==> src/rtl/captador_serie_4bits_pkg.sv <==
// Shared types and constants for the serial-in front end of the 4-bit load register.
package captador_pkg;

   typedef enum logic [1:0] {
      REPOSO   = 2'd0,
      RECIBIR  = 2'd1,
      PARIDAD  = 2'd2,
      ENTREGAR = 2'd3
   } estado_t;

   localparam int ANCHO_DATO        = 4;
   localparam int ANCHO_CONT_BITS   = $clog2(ANCHO_DATO);
   // Wide enough for a reload value of up to 16 cycles per bit (0..15).
   localparam int ANCHO_CONT_CICLOS = 4;

endpackage

==> src/rtl/captador_serie_4bits_if.sv <==
// Serial line, strobe and word/load outputs of captador_serie_4bits.
interface captador_serie_4bits_if;
   import captador_pkg::*;

   logic                  habilitar;
   logic                  inicio;
   logic                  dato_serie;
   logic [ANCHO_DATO-1:0] datos;
   logic                  carga;
   logic                  ocupado;
   logic                  error;

   modport master (
      output habilitar, inicio, dato_serie,
      input  datos, carga, ocupado, error
   );

   modport slave (
      input  habilitar, inicio, dato_serie,
      output datos, carga, ocupado, error
   );

endinterface

==> src/rtl/captador_serie_4bits_contador_tiempo_bit.sv <==
// Bit-period down-counter: reloads CICLOS_POR_BIT-1 on load or terminal count.
module contador_tiempo_bit
   import captador_pkg::*;
#(
   parameter int CICLOS_POR_BIT = 1
) (
   input  logic reloj,
   input  logic reinicio_n,
   input  logic cargar,
   input  logic contar,
   output logic fin
);

   localparam logic [ANCHO_CONT_CICLOS-1:0] RECARGA = ANCHO_CONT_CICLOS'(CICLOS_POR_BIT - 1);

   logic [ANCHO_CONT_CICLOS-1:0] cuenta;

   always_ff @(posedge reloj) begin
      if (!reinicio_n) begin
         cuenta <= '0;
      end else if (cargar || (contar && fin)) begin
         cuenta <= RECARGA;
      end else if (contar) begin
         cuenta <= cuenta - 1'b1;
      end
   end

   assign fin = (cuenta == '0);

endmodule

==> src/rtl/captador_serie_4bits.sv <==
// Serial-to-4-bit front end with one-cycle load pulse.
// Optional even-parity fifth bit enabled by defining CAPTADOR_PARIDAD_EN.
module captador_serie_4bits
   import captador_pkg::*;
#(
   parameter int CICLOS_POR_BIT = 1,
   parameter int LSB_PRIMERO    = 1
) (
   input  logic                 reloj,
   input  logic                 reinicio_n,
   captador_serie_4bits_if.slave bus
);

   estado_t                    estado, estado_sig;
   logic [ANCHO_CONT_BITS-1:0] cont_bits;
   logic [ANCHO_DATO-1:0]      desplaz, desplaz_sig;
   logic [ANCHO_DATO-1:0]      datos_q;
   logic                       fin_bit;
   logic                       cargar_ctr;
   logic                       contar;
   logic                       muestrear;

   contador_tiempo_bit #(.CICLOS_POR_BIT(CICLOS_POR_BIT)) u_contador (
      .reloj      (reloj),
      .reinicio_n (reinicio_n),
      .cargar     (cargar_ctr),
      .contar     (contar),
      .fin        (fin_bit)
   );

   always_comb begin
      estado_sig = estado;
      cargar_ctr = 1'b0;
      contar     = 1'b0;
      if (bus.habilitar) begin
         case (estado)
            REPOSO: begin
               if (bus.inicio) begin
                  estado_sig = RECIBIR;
                  cargar_ctr = 1'b1;
               end
            end
            RECIBIR: begin
               contar = 1'b1;
               if (fin_bit && (cont_bits == ANCHO_CONT_BITS'(ANCHO_DATO - 1))) begin
`ifdef CAPTADOR_PARIDAD_EN
                  estado_sig = PARIDAD;
`else
                  estado_sig = ENTREGAR;
`endif
               end
            end
`ifdef CAPTADOR_PARIDAD_EN
            PARIDAD: begin
               contar = 1'b1;
               if (fin_bit) begin
                  estado_sig = (bus.dato_serie == ^desplaz) ? ENTREGAR : REPOSO;
               end
            end
`endif
            ENTREGAR: estado_sig = REPOSO;
            default:  estado_sig = REPOSO;
         endcase
      end
   end

   always_comb begin
      desplaz_sig = desplaz;
      if (LSB_PRIMERO != 0) begin
         desplaz_sig = {bus.dato_serie, desplaz[ANCHO_DATO-1:1]};
      end else begin
         desplaz_sig = {desplaz[ANCHO_DATO-2:0], bus.dato_serie};
      end
   end

   assign muestrear = contar && fin_bit && (estado == RECIBIR);

   // The output word is latched on entry to ENTREGAR so it is already valid
   // during the carga cycle; from RECIBIR that includes the bit being sampled.
   always_ff @(posedge reloj) begin
      if (!reinicio_n) begin
         estado    <= REPOSO;
         cont_bits <= '0;
         desplaz   <= '0;
         datos_q   <= '0;
      end else begin
         estado <= estado_sig;
         if (cargar_ctr) begin
            cont_bits <= '0;
         end else if (muestrear) begin
            cont_bits <= cont_bits + 1'b1;
            desplaz   <= desplaz_sig;
         end
         if ((estado_sig == ENTREGAR) && (estado != ENTREGAR)) begin
            datos_q <= (estado == RECIBIR) ? desplaz_sig : desplaz;
         end
      end
   end

   assign bus.datos   = datos_q;
   assign bus.carga   = bus.habilitar && (estado == ENTREGAR);
   assign bus.ocupado = (estado != REPOSO);

`ifdef CAPTADOR_PARIDAD_EN
   logic error_q;

   always_ff @(posedge reloj) begin
      if (!reinicio_n) begin
         error_q <= 1'b0;
      end else if (bus.habilitar) begin
         error_q <= (estado == PARIDAD) && fin_bit && (bus.dato_serie != ^desplaz);
      end
   end

   assign bus.error = error_q && bus.habilitar;
`else
   assign bus.error = 1'b0;
`endif

endmodule
==> src/flat_wrapper.sv <==
// flat-port wrapper written by rule: the top's interface ports become plain ports
module captador_serie_4bits_flat import captador_pkg::*;
#(
   parameter int CICLOS_POR_BIT = 1,
   parameter int LSB_PRIMERO    = 1
)
  (reloj, reinicio_n, bus_habilitar, bus_inicio, bus_dato_serie, bus_datos, bus_carga, bus_ocupado, bus_error);
  captador_serie_4bits_if bus_i ();
  input  logic reloj;
  input  logic reinicio_n;
  input wire logic [$bits(bus_i.habilitar)-1:0] bus_habilitar;
  input wire logic [$bits(bus_i.inicio)-1:0] bus_inicio;
  input wire logic [$bits(bus_i.dato_serie)-1:0] bus_dato_serie;
  output wire logic [$bits(bus_i.datos)-1:0] bus_datos;
  output wire logic [$bits(bus_i.carga)-1:0] bus_carga;
  output wire logic [$bits(bus_i.ocupado)-1:0] bus_ocupado;
  output wire logic [$bits(bus_i.error)-1:0] bus_error;
  assign bus_i.habilitar = bus_habilitar;
  assign bus_i.inicio = bus_inicio;
  assign bus_i.dato_serie = bus_dato_serie;
  assign bus_datos = bus_i.datos;
  assign bus_carga = bus_i.carga;
  assign bus_ocupado = bus_i.ocupado;
  assign bus_error = bus_i.error;
  captador_serie_4bits #(.CICLOS_POR_BIT(CICLOS_POR_BIT), .LSB_PRIMERO(LSB_PRIMERO)) u_core (.reloj(reloj), .reinicio_n(reinicio_n), .bus(bus_i));
endmodule
==> config.mk <==
export PLATFORM = sky130hd
export DESIGN_NAME = captador_serie_4bits_flat
export DESIGN_NICKNAME = d
export VERILOG_FILES = /design/src/rtl/captador_serie_4bits_pkg.sv /design/src/rtl/captador_serie_4bits_if.sv /design/src/rtl/captador_serie_4bits_contador_tiempo_bit.sv /design/src/rtl/captador_serie_4bits.sv /design/src/flat_wrapper.sv
export SDC_FILE = /design/constraint.sdc
export NUM_CORES = 1
export LEC_CHECK = 0
export ABC_CLOCK_PERIOD_IN_PS = 3200
export CORE_MARGIN = 10
export CORE_UTILIZATION = 35
export DETAILED_ROUTE_END_ITERATION = 16
export GPL_TIMING_DRIVEN = 0
export SLEW_MARGIN = 20
export SYNTH_ARGS = -nofsm -noshare
export SYNTH_HDL_FRONTEND = slang
export SYNTH_SLANG_ARGS = --single-unit
==> constraint.sdc <==
create_clock -name reloj -period 3.2 [get_ports reloj]
set_clock_uncertainty 0.15 [all_clocks]
set_input_delay 0.32 -clock reloj [delete_from_list [all_inputs] [get_ports reloj]]
set_output_delay 0.32 -clock reloj [all_outputs]
set_load 0.03 [all_outputs]
==> Word-level counts from Yosys, hierarchy flattened <==
Cells that the tools add are included.
{ "totals": {"output_inout_bits": 7, "elab_cells": 36, "inputBits": 5, "regBits": 16} }
{ "op_classes": {"n_eq_ne": 5, "bitwise_logic": 2, "addsub": 2, "muxes": 10, "reduce_logical": 12} }
{ "op_table": {"columns": ["cell", "n"], "rows": [
  ["$eq A2 B2 Y1 const B", 3],
  ["$mux W2", 3],
  ["$logic_and A1 B1 Y1", 5],
  ["$mux W1", 5],
  ["$logic_not A4 Y1", 1],
  ["$mux W4", 1],
  ["$pmux W2 S2", 1],
  ["$reduce_or A2 Y1", 2],
  ["$sub A4 B1 Y4 const B", 1],
  ["$add A2 B1 Y2 const B", 1],
  ["$eq A2 B1 Y1 const B", 1],
  ["$logic_not A2 Y1", 1],
  ["$ne A2 B2 Y1 const B", 1],
  ["$not A1 Y1", 2],
  ["$reduce_and A2 Y1", 1],
  ["$reduce_bool A2 Y1", 1],
  ["$logic_or A1 B1 Y1", 1]
]} }

==> Longest topological paths before layout <==
Gate-level depths: netlist (run 1).
{ "depth": {"ltp_word": 7, "depth_mapped": 5, "mapped_depth_nobuf": 5} }

==> Cells and area by module <==
Synthesis (run 1) repeated with hierarchy kept, for this count alone.
{ "hier_totals": {"hier_cells": 71, "hier_area_um2": 714.4} }
{ "by_module_without_submodules": {"columns": ["module", "n_inst", "seq_area_each_um2", "cells_each", "area_per_inst_um2"], "rows": [
  ["captador_serie_4bits", 1, 220.2, 51, 500.5],
  ["contador_tiempo_bit", 1, 80.1, 20, 214.0]
]} }

==> Worst setup path before layout (run 1) <==
No wires, ideal clock.
{ "synth_path": {"kind": "register -> register", "start": "register u_core.u_contador.cuenta[0]", "end": "register u_core.cont_bits[0]", "arrival_time_ns": 1.403, "setup_time_ns": 0.067, "path_buffers": 0, "setup_slack_ns": 1.580, "path_stages_with_launch": 6, "required_ns": 2.983, "period_less_slack_ns": 1.620, "path_cell_list": "dfxtp_1 -> inv_1 -> ha_1 -> or3b_4 -> or3_1 -> a21oi_2"} }
{ "synth_between": {"elab_chain_cells": 3} }
{ "synth_lines": {"columns": ["item", "line_no", "text"], "rows": [
  ["start, declared", "captador_serie_4bits_contador_tiempo_bit.sv:16", "logic [ANCHO_CONT_CICLOS-1:0] cuenta;"],
  ["start signal, assigned", "captador_serie_4bits_contador_tiempo_bit.sv:24", "cuenta <= cuenta - 1'b1;"],
  ["$logic_not A4 Y1", "captador_serie_4bits_contador_tiempo_bit.sv:28", "assign fin = (cuenta == '0);"],
  ["$logic_and A1 B1 Y1 (2 in a row)", "captador_serie_4bits.sv:76", "assign muestrear = contar && fin_bit && (estado == RECIBIR);"],
  ["end signal, assigned", "captador_serie_4bits.sv:91", "cont_bits <= cont_bits + 1'b1;"],
  ["end, declared", "captador_serie_4bits.sv:15", "logic [ANCHO_CONT_BITS-1:0] cont_bits;"]
]} }
Every way passes these cells.
A chain may end at the register's enable or synchronous reset.

==> Worst setup path after layout (run 1) <==
{ "layout_path": {"start": "input bus_habilitar", "end": "output bus_carga"} }
{ "layout_between": {"elab_chain_cells": 1} }
{ "layout_lines": {"columns": ["item", "line_no", "text"], "rows": [
  ["start, declared", "flat_wrapper.sv:11", "input wire logic [$bits(bus_i.habilitar)-1:0] bus_habilitar;"],
  ["$logic_and A1 B1 Y1", "captador_serie_4bits.sv:101", "assign bus.carga = bus.habilitar && (estado == ENTREGAR);"],
  ["end, declared", "flat_wrapper.sv:15", "output wire logic [$bits(bus_i.carga)-1:0] bus_carga;"]
]} }
Every way passes these cells.

==> results of run 1 <==
-- layout make-up --
type | count | area [µm²]
fill | 189 | 940
clock buffer | 4 | 26.3
buffer | 3 | 16.3
sequential | 15 | 300
tap | 25 | 31.3
multi-input combinational | 52 | 339
timing repair buffer | 10 | 100
inverter | 3 | 11.3
-- metal layers --
metal,vias up,part of all wire [%],routed length (µm)
met3,2,6.0,75
met4,0,1.0,13
met2,6,45,568
met5,-,0,0
met1,243,48,597
li1,279,-,-
-- registers in the layout, summed over array words and instances, names as in the netlist --
signal / count
u_core.u_contador.cuenta: 4
u_core.estado: 2
u_core.desplaz: 3
u_core.cont_bits: 2
u_core.bus.datos: 4
-- synth_stat cells (2+ instances only) --
cell,number
inv_1,3
o21ai_0,3
nand3_1,2
nor3_1,2
nand2_1,11
mux2i_1,7
dfxtp_1,15
ha_1,2
a21oi_1,4
nor2_1,3
-- how the worst min path moves through the flow --
| stage | start | cells past startpoint | to |
|---|---|---|---|
| after floorplan | u_core.desplaz[1] | 2 | u_core.bus.datos[0] |
| after global placement | u_core.bus.datos[1] | 2 | u_core.bus.datos[1] |
| after detailed placement | u_core.bus.datos[2] | 2 | u_core.bus.datos[2] |
| after CTS | u_core.bus.datos[2] | 2 | u_core.bus.datos[2] |
| after global routing | u_core.bus.datos[2] | 2 | u_core.bus.datos[2] |
| final | u_core.bus.datos[2] | 2 | u_core.bus.datos[2] |
-- worst min-delay path, delay by kind of cell, from the launching register on --
family        cells  cell delay (ns)
simple gates      1             0.05
flops             1             0.32
mux               1             0.06
-- logic make-up (layout without fill, tap and decap cells) --
logic type / after synthesis / in the layout / share of synthesized area (%)
buf+inv: 6 / 20 / 4.13
xor+xnor: 1 / 1 / 1.31
flops: 15 / 15 / 45.0
mux: 7 / 7 / 10.5
simple gates: 29 / 29 / 23.6
fa+ha+maj: 2 / 2 / 3.75
compound gates: 12 / 12 / 11.1
other cells: 1 / 1 / 0.562
-- power by group through the flow --
stage	clock network, mW	logic [mW]	registers, mW
after floorplan	0	0.0245	0.196
after global placement	0	0.0359	0.197
after detailed placement	0	0.0361	0.197
after CTS	0.109	0.0363	0.192
after global routing	0.121	0.0403	0.193
final	0.105	0.0358	0.192
==> flow_metrics.py, run 1 <==
metrics = {
    "run_status": {
        "outcome": "finished, final reports clean",
    },
    "sta": {
        "min_period_ns": 2.20,
        "fin_crit_sh_pct": 68.8,
        "holdWs_ns": 0.317,
        "worst_slack_ns": 1.00,
        "rsz0062_at_grt": "no",
        "max_freq_mhz": 454,
        "setup_viol": 0,
        "finalMaxSlewViolations": 0,
        "hold_viol_final": 0,
        "finalSetupTns_ns": 0,
    },
    "pwr": {
        "power.internal_uw": 254,
        "seqPwrFrac_pct": 57.7,
        "power_density_nw_per_um2": 404,
        "irDropWorstVdd_mv": 0.257,
        "switching_share_pct": 23.7,
        "p_leak_nw": 0.329,
        "combinationalPowerShare_pct": 10.7,
        "p_clk_share_pct": 31.6,
        "power.switching_uw": 79.0,
        "power_uw": 333,
    },
    "worst_setup_path": {
        "cpMostUsedCell": "clkdlybuf4s50_1",
        "cp_max_fo": 7,
        "crit_slowest_cell": "clkdlybuf4s50_1",
        "endpoint_kind": "primary output",
        "endpoint": "bus_carga",
        "crit_buf_inv": 2,
        "crit_arrival_ns": 1.73,
        "path_cells": "clkdlybuf4s50_1 -> and3_1 -> clkdlybuf4s50_1",
        "reg2reg_depth": 5,
        "cp.depth": 3,
        "crit_start": "bus_habilitar",
        "rrSetupSlack_ns": 1.47,
        "reg2reg_from": "u_core.u_contador.cuenta[0]",
        "r2r-end": "u_core.cont_bits[0]",
        "path_delay_family": "buffers and inverters",
        "crit_path_start_kind": "input pin",
        "crit_path_max_incr_delay_ns": 0.67,
        "critPathRequiredTime_ns": 2.73,
        "crit_type": "in2out",
    },
    "clock_tree": {
        "cts_tree": "yes",
        "path_clk_slew_ns": 0.09,
        "clock_latency_ns": 0.27,
        "post_cts_buffers": 0,
        "numCtsBuffers": 3,
        "clkSinkCount": 15,
        "holdBufCountCts": 0,
        "cts_resized": 0,
        "htree_levels": 1,
        "clockBufferDepth": 2,
        "root_buffer": "clkbuf_4",
    },
    "floorplan": {
        "num_io_pins": 12,
        "die_h_um": 63.7,
        "row_count": 15,
        "start_util_pct": 37.8,
        "die-area_um2": 4050,
        "die_x_um": 63.7,
        "fp.coreArea_um2": 1760,
    },
    "cells_and_area": {
        "fin_area_um2": 825,
        "nNetsFinal": 95,
        "final_util_pct": 46.7,
        "layout_common_cells": "dfxtp_1, nand2_1, clkdlybuf4s50_1, mux2i_1, a21oi_1",
        "diodes": 0,
        "final_common_cell": "dfxtp_1",
        "final_cells": 112,
        "drive_gt1_share_pct": 11.5,
        "syn_to_final_growth_pct": 23.6,
    },
    "grt": {
        "grt.met3_usage_pct": 2.65,
        "grt_pass1_wl_um": 2240,
        "global_route.usage.met2_pct": 11.1,
        "grt_usage_pct": 6.61,
        "antenna_found_initial": 0,
        "first_global_vias": 513,
        "busiest_layer": "met2",
        "grt_start_max_net_pins": 10,
        "grt_use_met1_pct": 7.00,
        "grt_overflow": 0,
    },
    "drt": {
        "drt_first_iter_violations": 6,
        "viasPerCell": 4.73,
        "vias": 530,
        "wl_um": 1260,
        "wl_per_cell_um": 11.2,
        "drcViolationCount": 0,
        "antenna_left": 0,
        "firstDrtPassIters": 4,
    },
    "yosys": {
        "synth.area.top_cells": "dfxtp_1, mux2i_1, nand2_1, ha_1, a21oi_1",
        "syn-cell-area_um2": 667,
        "yosys_register_bits": 15,
        "synth_top_flop_cell": "dfxtp_1",
        "syn-num-nets": 80,
        "ys.warnings.count": 0,
        "synth.distinct_cells": 31,
        "syn_inst": 73,
        "ys_async_sr_fraction_pct": 0,
        "synth.top_cell.area_share_pct": 45.0,
        "seq_area_frac_synth_pct": 45.0,
        "synth_edf_count": 0,
        "yosysTopAreaCell": "dfxtp_1",
        "syn_area_per_cell_um2": 9.14,
    },
    "placed_design": {
        "dp_cells": 108,
        "gp_congestion": 0.744,
        "dpl_cell_area_um2": 798,
        "hpwl_um": 976,
        "io_buffers": 10,
        "pre_cts_slack_ns": 0.990,
    },
    "worst_hold_path": {
        "hold_path.class": "reg2reg",
    },
    "flow_run": {
        "maxCapViolations": 0,
    },
}
No activity file was read; power rests on OpenSTA's default activity.
==> run 2, diff against run 1 <==
Settings changed: ABC_CLOCK_PERIOD_IN_PS 3200 to 2150.
Clock period 3.2 ns to 2.15 ns, I/O delays scaled along.
==> results of run 2 <==
Same layout as run 1 (identical final DEF). Status: finished, final reports clean.
Among the figures that moved: setup slack after placement 0.990 ns -> 0.150 ns; setup slack after layout 1.00 ns -> 0.160 ns; register-to-register setup slack 1.47 ns -> 0.42 ns; total power 0.333 mW -> 0.496 mW; worst IR drop on VDD 0.257 mV -> 0.382 mV
